--- config.mk ---
export PLATFORM = sky130hd
export DESIGN_NAME = sound_glu_host_master
export DESIGN_NICKNAME = d
export VERILOG_FILES = /design/src/rtl/sound_glu_host_master.sv
export SDC_FILE = /design/constraint.sdc
export NUM_CORES = 1
export LEC_CHECK = 0
export ABC_AREA = 1
export ABC_CLOCK_PERIOD_IN_PS = 2800
export BUFFER_PORTS_ARGS = -buffer_cell sky130_fd_sc_hd__buf_2
export CORE_MARGIN = 5
export CORE_UTILIZATION = 35
export CTS_CLUSTER_DIAMETER = 50
export CTS_CLUSTER_SIZE = 10
export DETAILED_ROUTE_END_ITERATION = 8
export PLACE_DENSITY = 0.61
export REMOVE_ABC_BUFFERS = 1
export SYNTH_ARGS = -nofsm -noshare
export SYNTH_HDL_FRONTEND = slang
export SYNTH_SLANG_ARGS = --single-unit
--- constraint.sdc ---
create_clock -name CLK_14M -period 2.8 [get_ports CLK_14M]
set_clock_uncertainty 0.05 [all_clocks]
set_input_delay 0.28 -clock CLK_14M [delete_from_list [all_inputs] [get_ports CLK_14M]]
set_output_delay 0.28 -clock CLK_14M [all_outputs]
set_load 0.05 [all_outputs]
--- src/rtl/sound_glu_host_master.sv ---
`default_nettype none
// ============================================================================
// Module  : sound_glu_host_master
// Purpose : Host-port initiator that expands byte/burst requests into the
//           GLU ctrl / address / busy-poll / dummy / data access sequence.
// Rev     : 1.0  initial release
// ============================================================================
module sound_glu_host_master #(
   parameter int         POLL_LIMIT  = 255,
   parameter logic [3:0] VOL_DEFAULT = 4'hF
) (
   input  logic        CLK_14M,
   input  logic        reset,
   input  logic        ph0_en,
   input  logic        req_valid,
   output logic        req_ready,
   input  logic        req_wr,
   input  logic        req_ram,
   input  logic [15:0] req_addr,
   input  logic [7:0]  req_len,
   input  logic [7:0]  req_data,
   output logic        wdata_ack,
   input  logic        vol_override,
   input  logic [3:0]  vol_in,
   output logic        resp_valid,
   output logic [7:0]  resp_data,
   output logic        done,
   output logic        error,
   output logic        select,
   output logic        wr,
   output logic [1:0]  host_addr,
   output logic [7:0]  host_data_out,
   input  logic [7:0]  host_data_in
);

   localparam int         PW        = (POLL_LIMIT < 1) ? 1 : $clog2(POLL_LIMIT + 1);
   localparam logic [1:0] c_reg_ctl = 2'd0;
   localparam logic [1:0] c_reg_dat = 2'd1;
   localparam logic [1:0] c_reg_adl = 2'd2;
   localparam logic [1:0] c_reg_adh = 2'd3;

   typedef enum logic [2:0] {
      S_IDLE, S_CTRL, S_ADRL, S_ADRH, S_POLL, S_DUMMY, S_DATA, S_DONE
   } state_t;

   state_t         state_q, state_d;
   logic [7:0]     ctrl_q, ctrl_d;
   logic [15:0]    addr_q, addr_d;
   logic           txn_wr_q, txn_wr_d;
   logic           txn_ram_q, txn_ram_d;
   logic [7:0]     cnt_q, cnt_d;
   logic [7:0]     data_q, data_d;
   logic           first_q, first_d;
   logic [PW-1:0]  poll_q, poll_d;
   logic           ack_seen_q, ack_seen_d;
   logic           resp_valid_q, resp_valid_d;
   logic [7:0]     resp_data_q, resp_data_d;
   logic           error_q, error_d;
   logic           wr_q, wr_d;
   logic [1:0]     host_addr_q, host_addr_d;
   logic [7:0]     host_data_out_q, host_data_out_d;
   logic           w_access;
   logic [PW-1:0]  w_poll_inc;

   always_comb begin
      state_d         = state_q;
      ctrl_d          = ctrl_q;
      addr_d          = addr_q;
      txn_wr_d        = txn_wr_q;
      txn_ram_d       = txn_ram_q;
      cnt_d           = cnt_q;
      first_d         = first_q;
      poll_d          = poll_q;
      ack_seen_d      = 1'b0;
      resp_valid_d    = 1'b0;
      resp_data_d     = resp_data_q;
      error_d         = error_q;
      w_poll_inc      = poll_q + PW'(1);
      w_access        = (state_q != S_IDLE) && (state_q != S_DONE);
      // The byte after an acknowledged write is taken one cycle after the ack.
      data_d          = ack_seen_q ? req_data : data_q;

      case (state_q)
         S_IDLE: begin
            if (req_valid) begin
               ctrl_d    = {1'b0, req_ram, 1'b1, 1'b0, vol_override ? vol_in : VOL_DEFAULT};
               addr_d    = req_addr;
               txn_wr_d  = req_wr;
               txn_ram_d = req_ram;
               cnt_d     = req_len;
               data_d    = req_data;
               first_d   = 1'b1;
               poll_d    = '0;
               error_d   = 1'b0;
               state_d   = S_CTRL;
            end
         end
         S_CTRL:  if (ph0_en) state_d = S_ADRL;
         S_ADRL:  if (ph0_en) state_d = txn_ram_q ? S_ADRH : S_POLL;
         S_ADRH:  if (ph0_en) state_d = S_POLL;
         S_POLL: begin
            if (ph0_en) begin
               if (host_data_in[7]) begin
                  if (w_poll_inc == PW'(POLL_LIMIT)) begin
                     poll_d  = '0;
                     error_d = 1'b1;
                     state_d = S_DONE;
                  end else begin
                     poll_d = w_poll_inc;
                  end
               end else begin
                  poll_d  = '0;
                  state_d = (!txn_wr_q && first_q) ? S_DUMMY : S_DATA;
               end
            end
         end
         S_DUMMY: if (ph0_en) state_d = S_DATA;
         S_DATA: begin
            if (ph0_en) begin
               first_d = 1'b0;
               if (txn_wr_q) begin
                  ack_seen_d = 1'b1;
               end else begin
                  resp_valid_d = 1'b1;
                  resp_data_d  = host_data_in;
               end
               if (cnt_q == 8'd0) begin
                  state_d = S_DONE;
               end else begin
                  cnt_d   = cnt_q - 8'd1;
                  state_d = S_POLL;
               end
            end
         end
         S_DONE:  state_d = S_IDLE;
         default: state_d = S_IDLE;
      endcase

      // Bus fields are registered from the upcoming state so they are stable all cycle.
      wr_d            = 1'b0;
      host_addr_d     = c_reg_ctl;
      host_data_out_d = 8'h00;
      case (state_d)
         S_CTRL:  begin wr_d = 1'b1; host_addr_d = c_reg_ctl; host_data_out_d = ctrl_d;       end
         S_ADRL:  begin wr_d = 1'b1; host_addr_d = c_reg_adl; host_data_out_d = addr_d[7:0];  end
         S_ADRH:  begin wr_d = 1'b1; host_addr_d = c_reg_adh; host_data_out_d = addr_d[15:8]; end
         S_POLL:  host_addr_d = c_reg_ctl;
         S_DUMMY: host_addr_d = c_reg_dat;
         S_DATA: begin
            wr_d        = txn_wr_d;
            host_addr_d = c_reg_dat;
            if (txn_wr_d) host_data_out_d = data_d;
         end
         default: host_addr_d = c_reg_ctl;
      endcase
   end

   always_ff @(posedge CLK_14M) begin
      if (reset) begin
         state_q         <= S_IDLE;
         ctrl_q          <= 8'h00;
         addr_q          <= 16'h0000;
         txn_wr_q        <= 1'b0;
         txn_ram_q       <= 1'b0;
         cnt_q           <= 8'h00;
         data_q          <= 8'h00;
         first_q         <= 1'b0;
         poll_q          <= '0;
         ack_seen_q      <= 1'b0;
         resp_valid_q    <= 1'b0;
         resp_data_q     <= 8'h00;
         error_q         <= 1'b0;
         wr_q            <= 1'b0;
         host_addr_q     <= 2'd0;
         host_data_out_q <= 8'h00;
      end else begin
         state_q         <= state_d;
         ctrl_q          <= ctrl_d;
         addr_q          <= addr_d;
         txn_wr_q        <= txn_wr_d;
         txn_ram_q       <= txn_ram_d;
         cnt_q           <= cnt_d;
         data_q          <= data_d;
         first_q         <= first_d;
         poll_q          <= poll_d;
         ack_seen_q      <= ack_seen_d;
         resp_valid_q    <= resp_valid_d;
         resp_data_q     <= resp_data_d;
         error_q         <= error_d;
         wr_q            <= wr_d;
         host_addr_q     <= host_addr_d;
         host_data_out_q <= host_data_out_d;
      end
   end

   assign req_ready     = (state_q == S_IDLE);
   assign select        = w_access && ph0_en;
   assign wdata_ack     = (state_q == S_DATA) && txn_wr_q && ph0_en;
   assign done          = (state_q == S_DONE);
   assign error         = error_q;
   assign resp_valid    = resp_valid_q;
   assign resp_data     = resp_data_q;
   assign wr            = wr_q;
   assign host_addr     = host_addr_q;
   assign host_data_out = host_data_out_q;

endmodule
`default_nettype wire

==> qor.yml, run 1 <==
clock_tree:
  cts_hold_buffers: 0
  cts_tree: "yes"
  clk_latency_ns: 0.36
  post-cts-setup-buffer-count: 0
  ctsResizeCount: 0
  htreeDepth: 3
  cts_sinks: 76
  cts_root_buffer: "clkbuf_8"
  numCtsBuffers: 9
  clockBufferDepth: 2
  cts.clk_slew.worst_paths_ns: 0.09
floorplan:
  ios: 76
  die-area_um2: 12750
  die_x_um: 112.9
  start_util_pct: 35.91
  die_y_um: 112.9
  rows: 37
  core_area_um2: 10320
drt:
  wl_um: 9595
  wl_per_cell_um: 13.57
  drt_first_pass_iters: 4
  drt_iter0_markers: 184
  drc: 0
  ant_nets: 0
  vias: 3400
  vias_per_cell: 4.809
cells_and_area:
  finalNonFillerCells: 707
  nets: 620
  layout-drive-gt1-share_pct: 23.82
  diodes: 0
  synthToLayoutAreaGrowth_pct: 18.16
power_and_ir_drop:
  ir_drop_mv: 0.4078
  total_leakage_power_uw: 0.002070
  power_density_nw_per_um2: 770.4
  power_uw: 3375
global_route:
  grt_pass1_wl_um: 16130
  antenna_found_initial: 0
  gr-total-overflow: 0
  grt_pass1_vias: 3400
  grt_use_total_pct: 15.64
  grt_max_degree: 60
critical_path:
  cp_num_cells: 14
  critical_path_buf_inv_count: 0
  cp_cell_sequence: "ha_1 > nand3_2 > o21bai_1 > nand2_1 > nor2_1 > nand2_2 > nand3_2 > nand2_1 > nand2_2 > nand2_4 > nor2_8 > nand2_2 > or2_0 > a21oi_1"
  crit_type: "reg -> reg"
  crit_slowest_cell: "dfxtp_1"
  arrival_ns: 2.73
  rr_worst_depth: 14
  critPathMaxStageDelay_ns: 0.42
  crit_family: "simple AND/OR/NAND/NOR gates"
  endpoint_kind: "flip-flop"
  ff2ff_setup_slack_ns: 0.30
  cpMostUsedCell: "nand2_2"
  cp.required_ns: 3.03
  worstPathMaxFanout: 18
  startpoint_type: "flip-flop"
placed_design:
  dp.cells: 691
  place.gp.congestion: 0.8647
  portBuffers: 75
  dpl.hpwl_um: 6833
  dp_worst_setup_slack_ns: 0.2896
sta:
  period_share_pct: 89.14
  layout_setup_ws_ns: 0.3040
  fin_tns_setup_ns: 0
  slew-limit-headroom_pct: 57.35
  finalCriticalPeriod_ns: 2.496
  finalSetupViolCount: 0
  rsz0062_at_grt: "false"
  slew_viol_final: 0
  fmax_ghz: 0.4006
  tightest_slew_ns: 0.6398
  final_hold_viol_count: 0
hold_path:
  hold_depth: 3
  min_path_type: "in -> reg"
synth:
  yosysMostFrequentCell: "nor2_1"
  synth_cell_types: 43
  synthFlopType: "dfxtp_1"
  ys_seq_area_share_pct: 41.04
  synth_edf_count: 0
  netlist_top_cells_count: "100 x nor2_1, 76 x dfxtp_1, 72 x nand2_1"
  synth_top_area_share_pct: 41.04
  syn-mean-instance-area_um2: 7.474
  syn_inst: 496
  ys_async_sr_fraction_pct: 0
  synth_area_leader_cell: "dfxtp_1"
  synth_area_leaders: "dfxtp_1 41%, nor2_1 10%, nand2_1 7.3%, mux2i_1 6.5%, inv_1 4.3%"
  yosys_register_bits: 76
  yosys_warnings: 0
  syn_area_um2: 3707
run_status:
  outcome: "completed"
flow_run:
  maxCapViolCount: 0
[power breakdown]
part / switching [uW] / internal [uW]
registers: 88.6 / 1230
logic: 815 / 373
clock network: 427 / 440
[stage by stage]
stage / util (%) / hold WS, ns / cell area, um^2
2_1_floorplan: - / 0.2991 / 3611
3_3_place_gp: 40.48 / 0.3840 / 4179
3_5_place_dp: 40.48 / 0.3888 / 4179
4_1_cts: 42.43 / 0.06627 / 4380
5_1_grt: 42.43 / 0.08873 / 4380
6_report: 42.43 / 0.08512 / 4380
[final timing paths]
kind / endpoint / startpoint
max: wr / poll_q[1]
min reg2reg: ctrl_q[4] / ctrl_q[4]
min: resp_data[1] / host_data_in[1]
max reg2reg: wr / poll_q[1]
[cell type report]
type	count	area, um^2
clock buffers	11	141.4
clock inverters	5	60.06
flip-flops and latches	76	1521
multi-input cells	349	1894
repair buffers	78	397.9
fillers	1078	5943
inverters	52	195.2
well taps	136	170.2
[logic make-up (layout without fill, tap and decap cells)]
kind of cell,count (synthesis),in the layout,share of synthesized area (%)
simple gates,253,253,32.57
flops,76,76,41.04
buf+inv,71,146,7.863
compound gates,67,67,10.56
mux,24,24,6.480
fa+ha+maj,3,3,1.013
xor+xnor,2,2,0.4726
[worst reg2reg max path, delay by kind of cell (launching register included)]
family | cells | cell delay, ns
compound gates | 2 | 0.33
flops | 1 | 0.42
simple gates | 11 | 1.36
fa+ha+maj | 1 | 0.26
[cell usage in the layout, fill, tap and decap left out, drive strengths merged, types with 2 or more instances in the layout]
| cell | instances |
|---|---|
| nand3b | 12 |
| a31oi | 9 |
| nand2 | 79 |
| o211ai | 2 |
| mux2i | 24 |
| o21ai | 30 |
| inv | 52 |
| nand3 | 22 |
| clkbuf | 11 |
| nor3 | 9 |
| nor2 | 107 |
| clkinv | 3 |
| nand4 | 10 |
| o21bai | 2 |
| buf | 78 |
| a21oi | 21 |
| ha | 3 |
| or2 | 12 |
| dfxtp | 76 |
| a211oi | 2 |
[layer usage]
layer  routed length [um]  up-vias  part of all wire, %  global-route usage [%]
met2                 4623       77                   48                   25.71
met1                 4459     1555                   46                   20.03
met5                    0        -                    0                       0
met3                  435        7                  4.5                   4.118
li1                     -     1761                    -                       -
met4                   77        0                 0.80                   4.968
[flip-flops by register name, summed over array words and instances (netlist names)]
signal / flops
addr_q: 16
cnt_q: 8
ctrl_q: 8
data_q: 8
host_data_out: 8
poll_q: 8
resp_data: 8
state_q: 3
host_addr: 2
ack_seen_q: 1
error: 1
first_q: 1
resp_valid: 1
txn_ram_q: 1
txn_wr_q: 1
wr: 1
(Power assumes the default switching activity.)
==> inputs of run 2 (changes only) <==
--- a/config.mk
+++ b/config.mk
@@ -5,15 +5,14 @@
 export SDC_FILE = /design/constraint.sdc
 export NUM_CORES = 1
 export LEC_CHECK = 0
-export ABC_AREA = 1
 export ABC_CLOCK_PERIOD_IN_PS = 2800
 export BUFFER_PORTS_ARGS = -buffer_cell sky130_fd_sc_hd__buf_2
 export CORE_MARGIN = 5
-export CORE_UTILIZATION = 35
+export CORE_UTILIZATION = 45
 export CTS_CLUSTER_DIAMETER = 50
 export CTS_CLUSTER_SIZE = 10
 export DETAILED_ROUTE_END_ITERATION = 8
-export PLACE_DENSITY = 0.61
+export PLACE_DENSITY = 0.74
 export REMOVE_ABC_BUFFERS = 1
 export SYNTH_ARGS = -nofsm -noshare
 export SYNTH_HDL_FRONTEND = slang
==> qor.yml, run 2 <==
floorplan:
  rows: 32  # was 37
  die-area_um2: 9647  # was 12750 um^2
  ios: 76  # unchanged
  die_y_um: 98.22  # was 112.9 um
  die_x_um: 98.22  # was 112.9 um
  core_area_um2: 7647  # was 10320 um^2
  start_util_pct: 45.80  # was 35.91%
synth:
  yosys.area_share.xor_xnor_pct: 0  # was 0.4725%
  syn_inst: 422  # was 496
  synth_area_leaders: "dfxtp_1 43%, nand2_1 5.7%, mux2i_1 5.4%, a21oi_1 5.0%, nor2_1 4.6%"  # was dfxtp_1 41%, nor2_1 10%, nand2_1 7.3%, mux2i_1 6.5%, inv_1 4.3%
  yosysMostFrequentCell: "dfxtp_1"  # was nor2_1
  synth_cell_types: 49  # was 43
  ys_seq_area_share_pct: 43.44  # was 41.04%
  synth-compound-area-share_pct: 21.19  # was 10.56%
  syn-mean-instance-area_um2: 8.299  # was 7.474 um^2
  syn_area_um2: 3502  # was 3707 um^2
  yosys_warnings: 0  # unchanged
  yosys-mux-area-fraction_pct: 6.395  # was 6.480%
  yosys.area_share.simple_pct: 23.01  # was 32.57%
  ys_async_sr_fraction_pct: 0  # unchanged
  synth_top_area_share_pct: 43.44  # was 41.04%
  synth_top_family_by_area: "simple AND/OR/NAND/NOR gates"  # unchanged
  synth_fa_ha_area_share_pct: 1.072  # was 1.012%
  synth_area_leader_cell: "dfxtp_1"  # unchanged
  yosys_register_bits: 76  # unchanged
  netlist_top_cells_count: "76 x dfxtp_1, 53 x nand2_1, 43 x nor2_1"  # was 100 x nor2_1, 76 x dfxtp_1, 72 x nand2_1
  synth_edf_count: 0  # unchanged
  synthFlopType: "dfxtp_1"  # unchanged
drt:
  drc: 0  # unchanged
  wl_um: 8851  # was 9595 um
  drt_iter0_markers: 220  # was 184
  drt_first_pass_iters: 4  # unchanged
  wl_per_cell_um: 14.75  # was 13.57 um
  vias: 3288  # was 3400
  vias_per_cell: 5.480  # was 4.809
  ant_nets: 0  # unchanged
run_status:
  outcome: "completed"  # unchanged
critical_path:
  worstPathMaxFanout: 8  # was 18
  arrival_ns: 2.91  # was 2.73 ns
  endpoint_kind: "flip-flop"  # unchanged
  crit_type: "reg -> reg"  # unchanged
  rr_worst_depth: 8  # was 14
  startpoint_type: "flip-flop"  # unchanged
  cp.required_ns: 3.03  # about the same
clock_tree:
  cts_tree: "yes"  # unchanged
  numCtsBuffers: 9  # unchanged
  clockBufferDepth: 2  # unchanged
  post-cts-setup-buffer-count: 0  # unchanged
  cts_root_buffer: "clkbuf_8"  # unchanged
  clk_latency_ns: 0.36  # about the same
  cts.clk_slew.worst_paths_ns: 0.08  # was 0.09 ns
  cts_sinks: 76  # unchanged
  htreeDepth: 3  # unchanged
global_route:
  grt_max_degree: 48  # was 60
  gr-total-overflow: 0  # unchanged
  antenna_found_initial: 0  # unchanged
  use_met2_pct: 29.95  # was 25.71%
  grt_busiest_layer: "met2"  # unchanged
  grtUsageMet3_pct: 5.071  # was 4.118%
  grt_pass1_wl_um: 14770  # was 16130 um
  grt_pass1_vias: 3077  # was 3400
  use_met1_pct: 24.10  # was 20.03%
  grt_use_total_pct: 18.68  # was 15.64%
placed_design:
  dp_worst_setup_slack_ns: 0.1163  # was 0.2896 ns
  dpl.hpwl_um: 6248  # was 6833 um
  portBuffers: 75  # unchanged
  place.gp.congestion: 0.8635  # was 0.8647
  dp.cells: 584  # was 691
power_and_ir_drop:
  ir_drop_mv: 0.2796  # was 0.4078 mV
  power_density_nw_per_um2: 638.5  # was 770.4 nW/um^2
  total_leakage_power_uw: 0.001772  # was 0.002070 uW
cells_and_area:
  diodes: 0  # unchanged
  nets: 547  # was 620
  regMostFlops: "addr_q"  # unchanged
  finalNonFillerCells: 600  # was 707
  layout_common_cells: "75 x dfxtp_1, 75 x buf_2, 53 x nand2_1"  # was 100 x nor2_1, 76 x dfxtp_1, 75 x buf_2
  synthToLayoutAreaGrowth_pct: 22.04  # was 18.16%
  layout-drive-gt1-share_pct: 23.49  # was 23.82%
  largest_reg_flops: 16  # unchanged
sta:
  finalSetupViolCount: 0  # unchanged
  fmax_ghz: 0.3742  # was 0.4006 GHz
  finalCriticalPeriod_ns: 2.672  # was 2.496 ns
  layout_setup_ws_ns: 0.1279  # was 0.3040 ns
  slew-limit-headroom_pct: 44.93  # was 57.35%
  rsz0062_at_grt: "false"  # unchanged
  tightest_slew_ns: 0.8261  # was 0.6398 ns
  period_share_pct: 95.43  # was 89.14%
  fin_tns_setup_ns: 0  # unchanged
  final_hold_viol_count: 0  # unchanged
  slew_viol_final: 0  # unchanged
hold_path:
  hold_depth: 3  # unchanged
  min_path_type: "in -> reg"  # unchanged
flow_run:
  maxCapViolCount: 0  # unchanged
[run 2: through the flow]
stage                     utilization [%]  power [uW]  cell area, um^2  hold WS, ns
after global routing                55.89        2855             4274       0.1020
after detailed placement            52.44        1707             4010       0.3968
after CTS                           55.69        2741             4259      0.09448
final                               55.89        2729             4274       0.1048
after global placement              52.44        1697             4010       0.3904
after floorplan                         -        1540             3383       0.2991
[run 2: power by group]
group / internal [uW] / switching [uW] / total, uW
clock network: 622 / 420 / 1040
registers: 1150 / 37.9 / 1190
logic: 185 / 314 / 499
total: 1960 / 772 / 2730
[run 2: logic make-up after synthesis]
family / after synthesis
buffers and inverters: 43
multiplexers: 22
flip-flops: 76
AND/OR/NAND/NOR: 166
AO/OA/AOI/OAI: 112
adder cells (fa/ha/maj): 3
[run 2: area by class of cell]
class | instances | area (um^2)
tap | 102 | 127.6
timing repair buffer | 89 | 493.0
clock inverter | 5 | 107.6
clock buffer | 11 | 141.4
inverter | 14 | 52.55
sequential | 76 | 1523
fill | 712 | 3373
multi-input combinational | 303 | 1829
[run 2: worst max-delay path: stages (launching register included)]
cell and delay (ns):
dfxtp_1 0.44, ha_2 0.26, and3_1 0.25, mux2_2 0.38
a221oi_4 0.27, buf_4 0.18, o2bb2ai_2 0.11, or4_1 0.49
a31oi_1 0.17
[run 2: path summary, 6_finish.rpt]
| kind | start | end | slack (ns) |
|---|---|---|---|
| setup / recovery | poll_q[1] | host_addr[0] | 0.13 |
| hold / removal | req_addr[12] | addr_q[12] | 0.10 |
| setup reg to reg | poll_q[1] | host_addr[0] | 0.13 |
| hold reg to reg | addr_q[9] | addr_q[9] | 0.41 |
[run 2: what timing repair did]
action | 4_1_cts | 5_1_grt
hold buffers | 0 | 0
gates resized for setup | 0 | 3
setup endpoints to repair | 0 | 10
[run 2: routing by layer]
metal  share of wire (%)  wire length [um]  up-vias
li1                    -                 -     1657
met1                  44              3905     1523
met2                  48              4240       92
met3                 5.9               521       16
met4                 2.1               184        0
met5                   0                 0        -
==> inputs of run 3 (changes only) <==
==> config.mk (replaced) <==
export PLATFORM = sky130hd
export DESIGN_NAME = sound_glu_host_master
export DESIGN_NICKNAME = d
export VERILOG_FILES = /design/src/rtl/sound_glu_host_master.sv
export SDC_FILE = /design/constraint.sdc
export NUM_CORES = 1
export LEC_CHECK = 0
export ABC_CLOCK_PERIOD_IN_PS = 2800
export CORE_MARGIN = 5
export CORE_UTILIZATION = 47
export CTS_CLUSTER_DIAMETER = 50
export CTS_CLUSTER_SIZE = 10
export DETAILED_ROUTE_END_ITERATION = 8
export DONT_BUFFER_PORTS = 1
export PLACE_DENSITY = 0.68
export SYNTH_ARGS = -nofsm -noshare
export SYNTH_HDL_FRONTEND = slang
export SYNTH_SLANG_ARGS = --single-unit
==> qor.yml, run 3 (synthesized netlist as in run 2, its figures left out) <==
global_route:
  grt_use_total_pct: 19.39  # was 18.68%
  gr-total-overflow: 0  # unchanged
  antenna_found_initial: 0  # unchanged
  grt_pass1_wl_um: 13970  # was 14770 um
  grt_pass1_vias: 2852  # was 3077
  grt_max_degree: 76  # was 48
critical_path:
  crit_slowest_cell: "dfxtp_1"  # was or4_1
  arrival_ns: 2.80  # was 2.91 ns
  cp_cell_sequence: "ha_1 > and3_1 > mux2_2 > a221oi_4 > a2bb2oi_4 > buf_4 > mux2i_1 > o32ai_1"  # was ha_2 > and3_1 > mux2_2 > a221oi_4 > buf_4 > o2bb2ai_2 > or4_1 > a31oi_1
  critPathMaxStageDelay_ns: 0.44  # was 0.49 ns
  endpoint_kind: "flip-flop"  # unchanged
  cp.required_ns: 2.99  # was 3.03 ns
  startpoint_type: "flip-flop"  # unchanged
  crit_family: "compound AO/OA/AOI/OAI gates"  # was simple AND/OR/NAND/NOR gates
  critical_path_buf_inv_count: 1  # unchanged
  crit_type: "reg -> reg"  # unchanged
  worstPathMaxFanout: 15  # was 8
run_status:
  outcome: "completed"  # unchanged
power_and_ir_drop:
  total_leakage_power_uw: 0.001459  # was 0.001772 uW
  ir_drop_mv: 0.3216  # was 0.2796 mV
  power_density_nw_per_um2: 619.9  # was 638.5 nW/um^2
  power_uw: 2445  # was 2729 uW
drt:
  wl_um: 8726  # was 8851 um
  vias_per_cell: 5.754  # was 5.480
  ant_nets: 0  # unchanged
  drt_iter0_markers: 263  # was 220
  vias: 3061  # was 3288
  drc: 0  # unchanged
  wl_per_cell_um: 16.40  # was 14.75 um
  drt_first_pass_iters: 5  # was 4
clock_tree:
  cts.clk_slew.worst_paths_ns: 0.09  # was 0.08 ns
  htreeDepth: 3  # unchanged
  cts_tree: "yes"  # unchanged
  cts_root_buffer: "clkbuf_8"  # unchanged
  clockBufferDepth: 2  # unchanged
  clk_latency_ns: 0.36  # about the same
  post-cts-setup-buffer-count: 0  # unchanged
  numCtsBuffers: 9  # unchanged
  cts_sinks: 76  # unchanged
sta:
  fin_tns_setup_ns: 0  # unchanged
  finalCriticalPeriod_ns: 2.611  # was 2.672 ns
  rsz0062_at_grt: "false"  # unchanged
  finalSetupViolCount: 0  # unchanged
  slew-limit-headroom_pct: 45.22  # was 44.93%
  period_share_pct: 93.24  # was 95.43%
  slew_viol_final: 0  # unchanged
  final_hold_viol_count: 0  # unchanged
  tightest_slew_ns: 0.8186  # was 0.8261 ns
  fmax_ghz: 0.3830  # was 0.3742 GHz
hold_path:
  min_path_type: "in -> reg"  # unchanged
floorplan:
  rows: 31  # was 32
  start_util_pct: 48.28  # was 45.80%
  core_area_um2: 7253  # was 7647 um^2
  ios: 76  # unchanged
  die_x_um: 96.32  # was 98.22 um
  die-area_um2: 9278  # was 9647 um^2
  die_y_um: 96.32  # was 98.22 um
cells_and_area:
  largest_reg_flops: 16  # unchanged
  layout_common_cells: "76 x dfxtp_1, 53 x nand2_1, 43 x nor2_1"  # was 75 x dfxtp_1, 75 x buf_2, 53 x nand2_1
  regMostFlops: "addr_q"  # unchanged
  utilization_pct: 54.37  # was 55.89%
  final_common_cell: "dfxtp_1"
  layout-drive-gt1-share_pct: 9.700  # was 23.49%
  multi_input_area_um2: 1832  # was 1829 um^2
  fillers: 657  # was 712
  synthToLayoutAreaGrowth_pct: 12.61  # was 22.04%
  diodes: 0  # unchanged
  seqCellArea_um2: 1521  # was 1523 um^2
  nets: 482  # was 547
placed_design:
  portBuffers: 0  # was 75
  dpl.hpwl_um: 5942  # was 6248 um
  place.gp.congestion: 0.8840  # was 0.8635
synth:
  syn-num-nets: 476
flow_run:
  maxCapViolCount: 0  # unchanged
run 3: cell count changes in the layout (fill, tap and decap cells not counted), sizes merged:
cell,delta
buf,-75
bufinv,-3
clkbuf,-2
clkinv,+1
clkinvlp,+1
dlygate4sd3,+10
inv,+3
run 3: final cells by class:
class	count	area share (%)
Sequential cell	76	38.58
Tap cell	99	3.141
Timing Repair Buffer	24	5.711
Clock inverter	7	1.650
Inverter	14	1.332
Multi-Input combinational cell	303	46.45
Clock buffer	9	3.141
run 3: what timing repair did:
item                                    CTS  global route
hold buffers                             10             1
gates resized for setup                   0             1
endpoints found under the setup margin    0             3
hold endpoints to repair                 75             1
run 3: where the power goes:
group	total (uW)	switching (uW)	internal (uW)
clock network	796	453	343
registers	1250	95.9	1150
logic	403	243	160
run 3: worst paths after layout:
kind	depth (start not counted)	end	start	slack [ns]
worst min register to register	2	ctrl_q[6]	ctrl_q[6]	0.41
worst max register to register	8	host_data_out[4]	poll_q[0]	0.19
worst min-delay path	2	resp_data[4]	host_data_in[4]	0.006
worst max-delay path	8	host_data_out[4]	poll_q[0]	0.19
run 3: per-stage QoR:
step,cells,instance area (um^2),worst slack [ns],hold slack [ns]
2_1_floorplan,422,3502,0.1709,0.3660
3_3_place_gp,505,3616,0.2605,0.3072
3_5_place_dp,505,3616,0.1445,0.3081
4_1_cts,531,3923,0.1424,0.001101
5_1_grt,532,3944,0.02165,0.01268
6_report,532,3944,0.1891,0.005809
run 3: layer usage:
layer / wire length (um) / up-vias / track usage, %
met5: 0 / - / 0
met3: 752 / 12 / 8.366
li1: - / 1532 / -
met4: 93 / 0 / 5.257
met1: 3969 / 1424 / 25.18
met2: 3909 / 93 / 29.44
